$ cat config.mk
export PLATFORM = sky130hd
export DESIGN_NAME = exec_core_flat
export DESIGN_NICKNAME = d
export VERILOG_FILES = /design/src/rtl/exec_core_if.sv /design/src/rtl/exec_core.sv /design/src/flat_wrapper.sv
export SDC_FILE = /design/constraint.sdc
export NUM_CORES = 1
export LEC_CHECK = 0
export ABC_AREA = 1
export BUFFER_PORTS_ARGS = -buffer_cell sky130_fd_sc_hd__clkbuf_2
export CORE_MARGIN = 5
export CORE_UTILIZATION = 45
export DETAILED_ROUTE_END_ITERATION = 10
export GPL_ROUTABILITY_DRIVEN = 1
export SETUP_SLACK_MARGIN = 0.05
export SLEW_MARGIN = 20
export SYNTH_ARGS = -nofsm -noshare
export SYNTH_HDL_FRONTEND = slang
export SYNTH_SLANG_ARGS = --single-unit
$ cat constraint.sdc
create_clock -name i_clk -period 3.05 [get_ports i_clk]
set_input_delay 0.4575 -clock i_clk [delete_from_list [all_inputs] [get_ports i_clk]]
set_output_delay 0.4575 -clock i_clk [all_outputs]
set_load 0.01 [all_outputs]
$ cat src/rtl/exec_core_if.sv
// rtl/exec_core_if.sv - ALU and branch-comparator signal bundle for exec_core
//
// Groups the operand, opcode and result signals of the execute stage.
//   master : drives operands/opcode/comparator mode, receives results
//   slave  : exec_core side, receives operands, drives results
interface exec_core_if;
  logic [31:0] i_op_a;
  logic [31:0] i_op_b;
  logic [3:0]  i_alu_op;
  logic [31:0] i_rs1_data;
  logic [31:0] i_rs2_data;
  logic        i_br_un;
  logic [31:0] o_alu_data;
  logic        o_br_less;
  logic        o_br_equal;

  modport master (
    output i_op_a, i_op_b, i_alu_op, i_rs1_data, i_rs2_data, i_br_un,
    input  o_alu_data, o_br_less, o_br_equal
  );

  modport slave (
    input  i_op_a, i_op_b, i_alu_op, i_rs1_data, i_rs2_data, i_br_un,
    output o_alu_data, o_br_less, o_br_equal
  );
endinterface

$ cat src/rtl/exec_core.sv
// rtl/exec_core.sv - RV32I execute cluster: ALU, branch comparator, clock divider
//
// Ports:
//   i_clk   : board clock, rising edge
//   i_reset : synchronous active-high reset (divider only)
//   bus     : exec_core_if.slave - ALU operands/result, comparator operands/flags
//   o_clk   : divided core clock, f(i_clk) / (2*HALF_PERIOD), 50% duty
// Parameters:
//   HALF_PERIOD : i_clk cycles per o_clk half-period (>= 1)
//   CNT_W       : divider counter width, 2^CNT_W > HALF_PERIOD
// Build option:
//   EXEC_CLKDIV_BYPASS_EN : o_clk is i_clk passed straight through, no divider
module exec_core #(
  parameter int unsigned HALF_PERIOD = 2500000,
  parameter int unsigned CNT_W       = 32
) (
  input  logic        i_clk,
  input  logic        i_reset,
  exec_core_if.slave  bus,
  output logic        o_clk
);

  localparam logic [3:0] OP_ADD  = 4'b0000;
  localparam logic [3:0] OP_SUB  = 4'b0001;
  localparam logic [3:0] OP_SLL  = 4'b0010;
  localparam logic [3:0] OP_SLT  = 4'b0011;
  localparam logic [3:0] OP_SLTU = 4'b0100;
  localparam logic [3:0] OP_XOR  = 4'b0101;
  localparam logic [3:0] OP_SRL  = 4'b0110;
  localparam logic [3:0] OP_SRA  = 4'b0111;
  localparam logic [3:0] OP_OR   = 4'b1000;
  localparam logic [3:0] OP_AND  = 4'b1001;
  localparam logic [3:0] OP_PASS = 4'b1010;

  // Only the low five bits of b select the shift; b[31:5] is ignored.
  logic [4:0] shamt;
  assign shamt = bus.i_op_b[4:0];

  always_comb begin
    bus.o_alu_data = 32'h0;
    case (bus.i_alu_op)
      OP_ADD:  bus.o_alu_data = bus.i_op_a + bus.i_op_b;
      OP_SUB:  bus.o_alu_data = bus.i_op_a - bus.i_op_b;
      OP_SLL:  bus.o_alu_data = bus.i_op_a << shamt;
      OP_SLT:  bus.o_alu_data = {31'b0, $signed(bus.i_op_a) < $signed(bus.i_op_b)};
      OP_SLTU: bus.o_alu_data = {31'b0, bus.i_op_a < bus.i_op_b};
      OP_XOR:  bus.o_alu_data = bus.i_op_a ^ bus.i_op_b;
      OP_SRL:  bus.o_alu_data = bus.i_op_a >> shamt;
      OP_SRA:  bus.o_alu_data = $unsigned($signed(bus.i_op_a) >>> shamt);
      OP_OR:   bus.o_alu_data = bus.i_op_a | bus.i_op_b;
      OP_AND:  bus.o_alu_data = bus.i_op_a & bus.i_op_b;
      OP_PASS: bus.o_alu_data = bus.i_op_b;
      default: bus.o_alu_data = 32'h0;
    endcase
  end

  // Strict less-than in either mode, so equal operands never report less.
  always_comb begin
    bus.o_br_equal = (bus.i_rs1_data == bus.i_rs2_data);
    if (bus.i_br_un)
      bus.o_br_less = (bus.i_rs1_data < bus.i_rs2_data);
    else
      bus.o_br_less = ($signed(bus.i_rs1_data) < $signed(bus.i_rs2_data));
  end

`ifdef EXEC_CLKDIV_BYPASS_EN
  // Full-speed simulation: reset is deliberately unused here.
  logic unused_reset;
  assign unused_reset = i_reset;
  assign o_clk        = i_clk;
`else
  localparam logic [CNT_W-1:0] CNT_LAST = CNT_W'(HALF_PERIOD - 1);

  logic [CNT_W-1:0] cnt;
  logic             clk_div;

  always_ff @(posedge i_clk) begin
    if (i_reset) begin
      cnt     <= '0;
      clk_div <= 1'b0;
    end else if (cnt == CNT_LAST) begin
      cnt     <= '0;
      clk_div <= ~clk_div;
    end else begin
      cnt     <= cnt + CNT_W'(1);
    end
  end

  assign o_clk = clk_div;
`endif

endmodule

$ cat src/flat_wrapper.sv
// flat-port wrapper written by rule: the top's interface ports become plain ports
module exec_core_flat 
#(
  parameter int unsigned HALF_PERIOD = 2500000,
  parameter int unsigned CNT_W       = 32
)
  (i_clk, i_reset, o_clk, bus_i_op_a, bus_i_op_b, bus_i_alu_op, bus_i_rs1_data, bus_i_rs2_data, bus_i_br_un, bus_o_alu_data, bus_o_br_less, bus_o_br_equal);
  exec_core_if bus_i ();
  input  logic i_clk;
  input  logic i_reset;
  output logic o_clk;
  input wire logic [$bits(bus_i.i_op_a)-1:0] bus_i_op_a;
  input wire logic [$bits(bus_i.i_op_b)-1:0] bus_i_op_b;
  input wire logic [$bits(bus_i.i_alu_op)-1:0] bus_i_alu_op;
  input wire logic [$bits(bus_i.i_rs1_data)-1:0] bus_i_rs1_data;
  input wire logic [$bits(bus_i.i_rs2_data)-1:0] bus_i_rs2_data;
  input wire logic [$bits(bus_i.i_br_un)-1:0] bus_i_br_un;
  output wire logic [$bits(bus_i.o_alu_data)-1:0] bus_o_alu_data;
  output wire logic [$bits(bus_i.o_br_less)-1:0] bus_o_br_less;
  output wire logic [$bits(bus_i.o_br_equal)-1:0] bus_o_br_equal;
  assign bus_i.i_op_a = bus_i_op_a;
  assign bus_i.i_op_b = bus_i_op_b;
  assign bus_i.i_alu_op = bus_i_alu_op;
  assign bus_i.i_rs1_data = bus_i_rs1_data;
  assign bus_i.i_rs2_data = bus_i_rs2_data;
  assign bus_i.i_br_un = bus_i_br_un;
  assign bus_o_alu_data = bus_i.o_alu_data;
  assign bus_o_br_less = bus_i.o_br_less;
  assign bus_o_br_equal = bus_i.o_br_equal;
  exec_core #(.HALF_PERIOD(HALF_PERIOD), .CNT_W(CNT_W)) u_core (.i_clk(i_clk), .i_reset(i_reset), .bus(bus_i), .o_clk(o_clk));
endmodule
# --- Word-level counts from Yosys, hierarchy flattened ---
# Index checks and enable logic that the tools add are counted.
totals:
  out_inout_bits: 35
  reg_bits: 33
  word_cells: 32
  input_bits: 135
classes:
  shift: 3
  n_lt_le_gt_ge: 4
  n_eq_ne: 12
  n_reduce_logical: 2
  n_bitwise: 4
  n_mux: 2
  add_sub_neg: 3
op_table:
  columns: ["operator", "n"]
  rows:
  - ["$pmux 32 s11", 1]
  - ["$lt 32x32->1", 4]
  - ["$add 32x1->32 const B", 1]
  - ["$add 32x32->32", 1]
  - ["$and 32x32->32", 1]
  - ["$eq 32x22->1 const B", 1]
  - ["$eq 32x32->1", 1]
  - ["$or 32x32->32", 1]
  - ["$shl 32x5->32", 1]
  - ["$shr 32x5->32", 1]
  - ["$sshr 32x5->32", 1]
  - ["$sub 32x32->32", 1]
  - ["$xor 32x32->32", 1]
  - ["$eq 4x3->1 const B", 4]
  - ["$eq 4x4->1 const B", 3]
  - ["$eq 4x2->1 const B", 2]
  - ["$eq 4x1->1 const B", 1]
  - ["$logic_not 4->1", 1]
  - ["$reduce_or 2->1", 1]
  - ["$mux 1", 1]
  - ["$not 1->1", 1]

# --- Logic depth before layout (Yosys ltp) ---
depth:
  ltp_word: 2
  mapped_depth: 18
  mapped_depth_nobuf: 16

# --- Worst setup path before layout ---
# Ideal clock, no wire load.
synth_path:
  path_type: "input -> output"
  startpoint: "input port bus_i_op_b[3]"
  endpoint: "output port bus_o_alu_data[0]"
  path_buffers: 2
  arrival_ns: 2.438
  path_slack_ns: 0.154
  required_time_ns: 2.592
  cell_stages: 18
  path_cell_list: "clkinv_1 -> clkbuf_1 -> clkbuf_1 -> ha_1 -> inv_1 -> nand2_1 -> nand2_1 -> inv_1 -> nand2_1 -> nand2_1 -> nand2_1 -> nand2_1 -> nand2_1 -> nand2_1 -> nand2_1 -> nor2_1 -> nor2_1 -> nand2_1"
synth_via:
  elab_chain_len: 2
  word_cells_on_any_way: 6
  cone_classes: "2 x order compare; 3 x shift; 1 x mux"
synth_rtl:
  columns: ["item", "line_no", "text"]
  rows:
  - ["start, declared", "flat_wrapper.sv:13", "input wire logic [$bits(bus_i.i_op_b)-1:0] bus_i_op_b;"]
  - ["$lt 32x32->1, or another cell as far along", "exec_core.sv:46", "OP_SLTU: bus.o_alu_data = {31'b0, bus.i_op_a < bus.i_op_b};"]
  - ["$pmux 32 s11 *", "exec_core.sv:41", "case (bus.i_alu_op)"]
  - ["end, declared", "flat_wrapper.sv:18", "output wire logic [$bits(bus_i.o_alu_data)-1:0] bus_o_alu_data;"]
# Every way passes the cells marked *; elsewhere a longest branch is shown, timed or not.

# --- Final worst setup path ---
layout_path:
  startpoint: "input port bus_i_op_b[0]"
  endpoint: "output port bus_o_alu_data[28]"
layout_via:
  elab_chain_len: 2
  word_cells_on_any_way: 6
  cone_classes: "2 x add/sub; 3 x shift; 1 x mux"
layout_rtl:
  columns: ["item", "line_no", "text"]
  rows:
  - ["$sub 32x32->32, or another cell as far along", "exec_core.sv:43", "OP_SUB: bus.o_alu_data = bus.i_op_a - bus.i_op_b;"]
  - ["$pmux 32 s11 *", "exec_core.sv:41", null]
# Marked as above.

==> results.json <==
{
  "status": "finished clean",
  "ys_types": 44,
  "yosys_register_bits": 33,
  "h-tree-depth": 2,
  "hold_path.startpoint": "i_reset",
  "vias": 18702,
  "nNetsFinal": 3164,
  "yosys-top-cells-count": "nand2_1 (846), nand3_1 (477), inv_1 (396), nor2_1 (215), ha_1 (136)",
  "vdd_drop_max_mv": 0.270,
  "arrival_ns": 2.51,
  "slew_headroom": 0.498,
  "synthFlopType": "dfxtp_1",
  "finalHoldViolCount": 0,
  "synthArstFlopShare": 0,
  "timing.fmax_mhz": 337,
  "io_buffer_count": 169,
  "syn_area_um2": 13100,
  "cts_tree": "done",
  "yosysTopAreaCell": "nand2_1",
  "syn2layout_area_growth_pct": 24.5,
  "antenna_found_initial": 0,
  "min_delay_path_depth": 4,
  "cts_buffers": 5,
  "r2r_slack_ns": 1.07,
  "dpl.hpwl_mm": 53.9,
  "grt_max_degree": 78,
  "p_per_area_nw_per_um2": 221,
  "num_rows": 62,
  "critPathKind": "in2out",
  "synthTopCellsByArea": "nand2_1 (24%), nand3_1 (18%), ha_1 (13%)",
  "cts_hold_buffers": 0,
  "fin_crit_sh": 0.972,
  "clk_latency_ns": 0.28,
  "netlist_instances": 2611,
  "n_antenna_cell": 0,
  "routed_wl_mm": 64.7,
  "maxCapViolations": 0,
  "final_util": 0.568,
  "stdcell_area_um2": 16300,
  "first_iter_violations": 2382,
  "hold_class": "in2reg",
  "grt_pass1_wl_mm": 96.0,
  "rsz0062_at_grt": "true",
  "wl_per_cell_um": 19.7,
  "num_io_pins": 170,
  "drive_gt1_frac": 0.182,
  "reg2reg_depth": 10,
  "synth_edf_count": 0,
  "clockBufferDepth": 2,
  "grt_pass1_vias": 17005,
  "p_leak_nw": 9.06,
  "firstDrtPassIters": 6,
  "avgSynthCellArea_um2": 5.02,
  "clock_sink_count": 33,
  "die_w_um": 181,
  "min_to": "u_core.o_clk",
  "dieArea_um2": 32600,
  "critPathRequiredTime_ns": 2.59,
  "endpoint_kind": "output port",
  "tns_ns": 0,
  "antenna_left": 0,
  "synth_sequential_area_ratio": 0.0504,
  "synth_top_area_share": 0.242,
  "syn-num-nets": 2884,
  "drc": 0,
  "initial_core_util": 0.456,
  "avgViaCountPerCell": 5.71,
  "ys.warnings.count": 0,
  "finalCriticalPeriod_ns": 2.96,
  "total_power_w": 0.00361,
  "startpoint_type": "input pin",
  "grt_overflow": 0,
  "yosysMostFrequentCell": "nand2_1",
  "fp.dieH_um": 181,
  "clk_pin_slew_ns": 0.05,
  "r2r-end": "u_core.cnt[9]",
  "setup_viol": 0,
  "cts_root_buf": "clkbuf_16",
  "dpl_cell_area_um2": 15500,
  "finClkSkew_ns": 0.00559,
  "timing.rr.start": "u_core.cnt[0]",
  "core_area_um2": 28700,
  "slew_violations": 0,
  "tightest_slew_ns": 0.752,
  "cp_max_fo": 32,
  "track_usage": 0.369,
  "gp_congestion": 1.09
}
## through the flow
stage | worst slack [ns] | instances | hold slack [ns]
after detailed placement | -0.0567 | 3263 | 0.456
after floorplan | 0.154 | 2611 | 0.429
after global routing | 0.00610 | 3276 | 0.467
after global placement | -0.0565 | 3263 | 0.437
after CTS | 0.0344 | 3271 | 0.444
final | 0.0855 | 3276 | 0.439
## repair_timing
item,in CTS,in global routing
buffers inserted,0,4
cloned,0,1
setup endpoints to repair,17,31
resized for setup,12,129
pin swaps,0,18
## sequential cells by signal (all words and copies together), names as in the netlist
signal	count
u_core.o_clk	1
u_core.cnt	32
## logic make-up (layout without fill, tap and decap cells)
kind of cell	count (synthesis)	after routing	share of synthesized area
AO/OA/AOI/OAI	218	218	0.0925
buffers and inverters	509	790	0.154
AND/OR/NAND/NOR	1700	1700	0.562
adder cells (fa/ha/maj)	138	138	0.133
XOR/XNOR	13	13	0.00869
flip-flops	33	33	0.0504
## worst max-delay path, stage by stage
cell and delay [ns]:
clkbuf_2 0.11, buf_4 0.14, buf_4 0.14, buf_8 0.17, nand2_1 0.16, nand3_1 0.14
nand3_1 0.16, nand3_1 0.18, nand3_1 0.22, nand2_1 0.13, nor2_2 0.13, buf_4 0.14
nand3_1 0.08, clkbuf_2 0.13
## layout make-up
class,instances,area (µm²)
clock inverter,3,46.3
clock buffer,5,125
multi-input combinational,2069,10900
inverter,406,1530
timing repair buffer,376,2540
sequential,33,661
fill,3148,12400
tap,384,480
## how the worst max path moves through the flow
stage,from,endpoint,slack (ns),cells after the start
2_1_floorplan,bus_i_op_b[3],bus_o_alu_data[0],0.15,18
3_3_place_gp,bus_i_op_b[0],bus_o_alu_data[0],-0.06,17
3_5_place_dp,bus_i_op_b[0],bus_o_alu_data[0],-0.06,17
4_1_cts,bus_i_op_b[0],bus_o_alu_data[0],0.03,17
5_1_grt,bus_i_op_a[7],bus_o_alu_data[29],0.006,16
6_report,bus_i_op_b[0],bus_o_alu_data[28],0.09,14
## layout by cell type, fill, tap and decap left out, types with 3 or more instances in the layout
cell type and instances:
a211oi_1 3, a21oi_1 83, a21oi_2 4, and2_1 16, and3_1 4, buf_12 6, buf_4 196, buf_6 3
clkbuf_16 6, clkbuf_2 166, dfxtp_1 33, ha_1 109, ha_2 11, ha_4 16, inv_1 389, inv_2 16
nand2_1 822, nand2_2 30, nand3_1 458, nand3_2 20, nand3b_1 3, nand4_1 39, nor2_1 200, nor2_2 22
nor2_4 8, nor3_1 51, nor3_2 3, nor3b_1 6, nor4_1 10, o2111ai_1 4, o211ai_1 11, o21ai_0 60
o21ai_1 8, o21bai_1 6, o22ai_1 31, or2_2 3, xnor2_1 3, xor2_1 10
## routing by layer
| layer | track usage | share of wire |
|---|---|---|
| met1 | 0.520 | 0.41 |
| met2 | 0.585 | 0.44 |
| met3 | 0.0493 | 0.11 |
| met4 | 0.112 | 0.037 |
| met5 | 0 | 0 |
## where the power goes
part           internal [W]  leakage, nW  switching, W
Clock              0.000386       0.0800      0.000194
Combinational      0.000923         8.71       0.00167
Sequential         0.000434        0.266    0.00000262
Power figures use the tool's default switching activity.
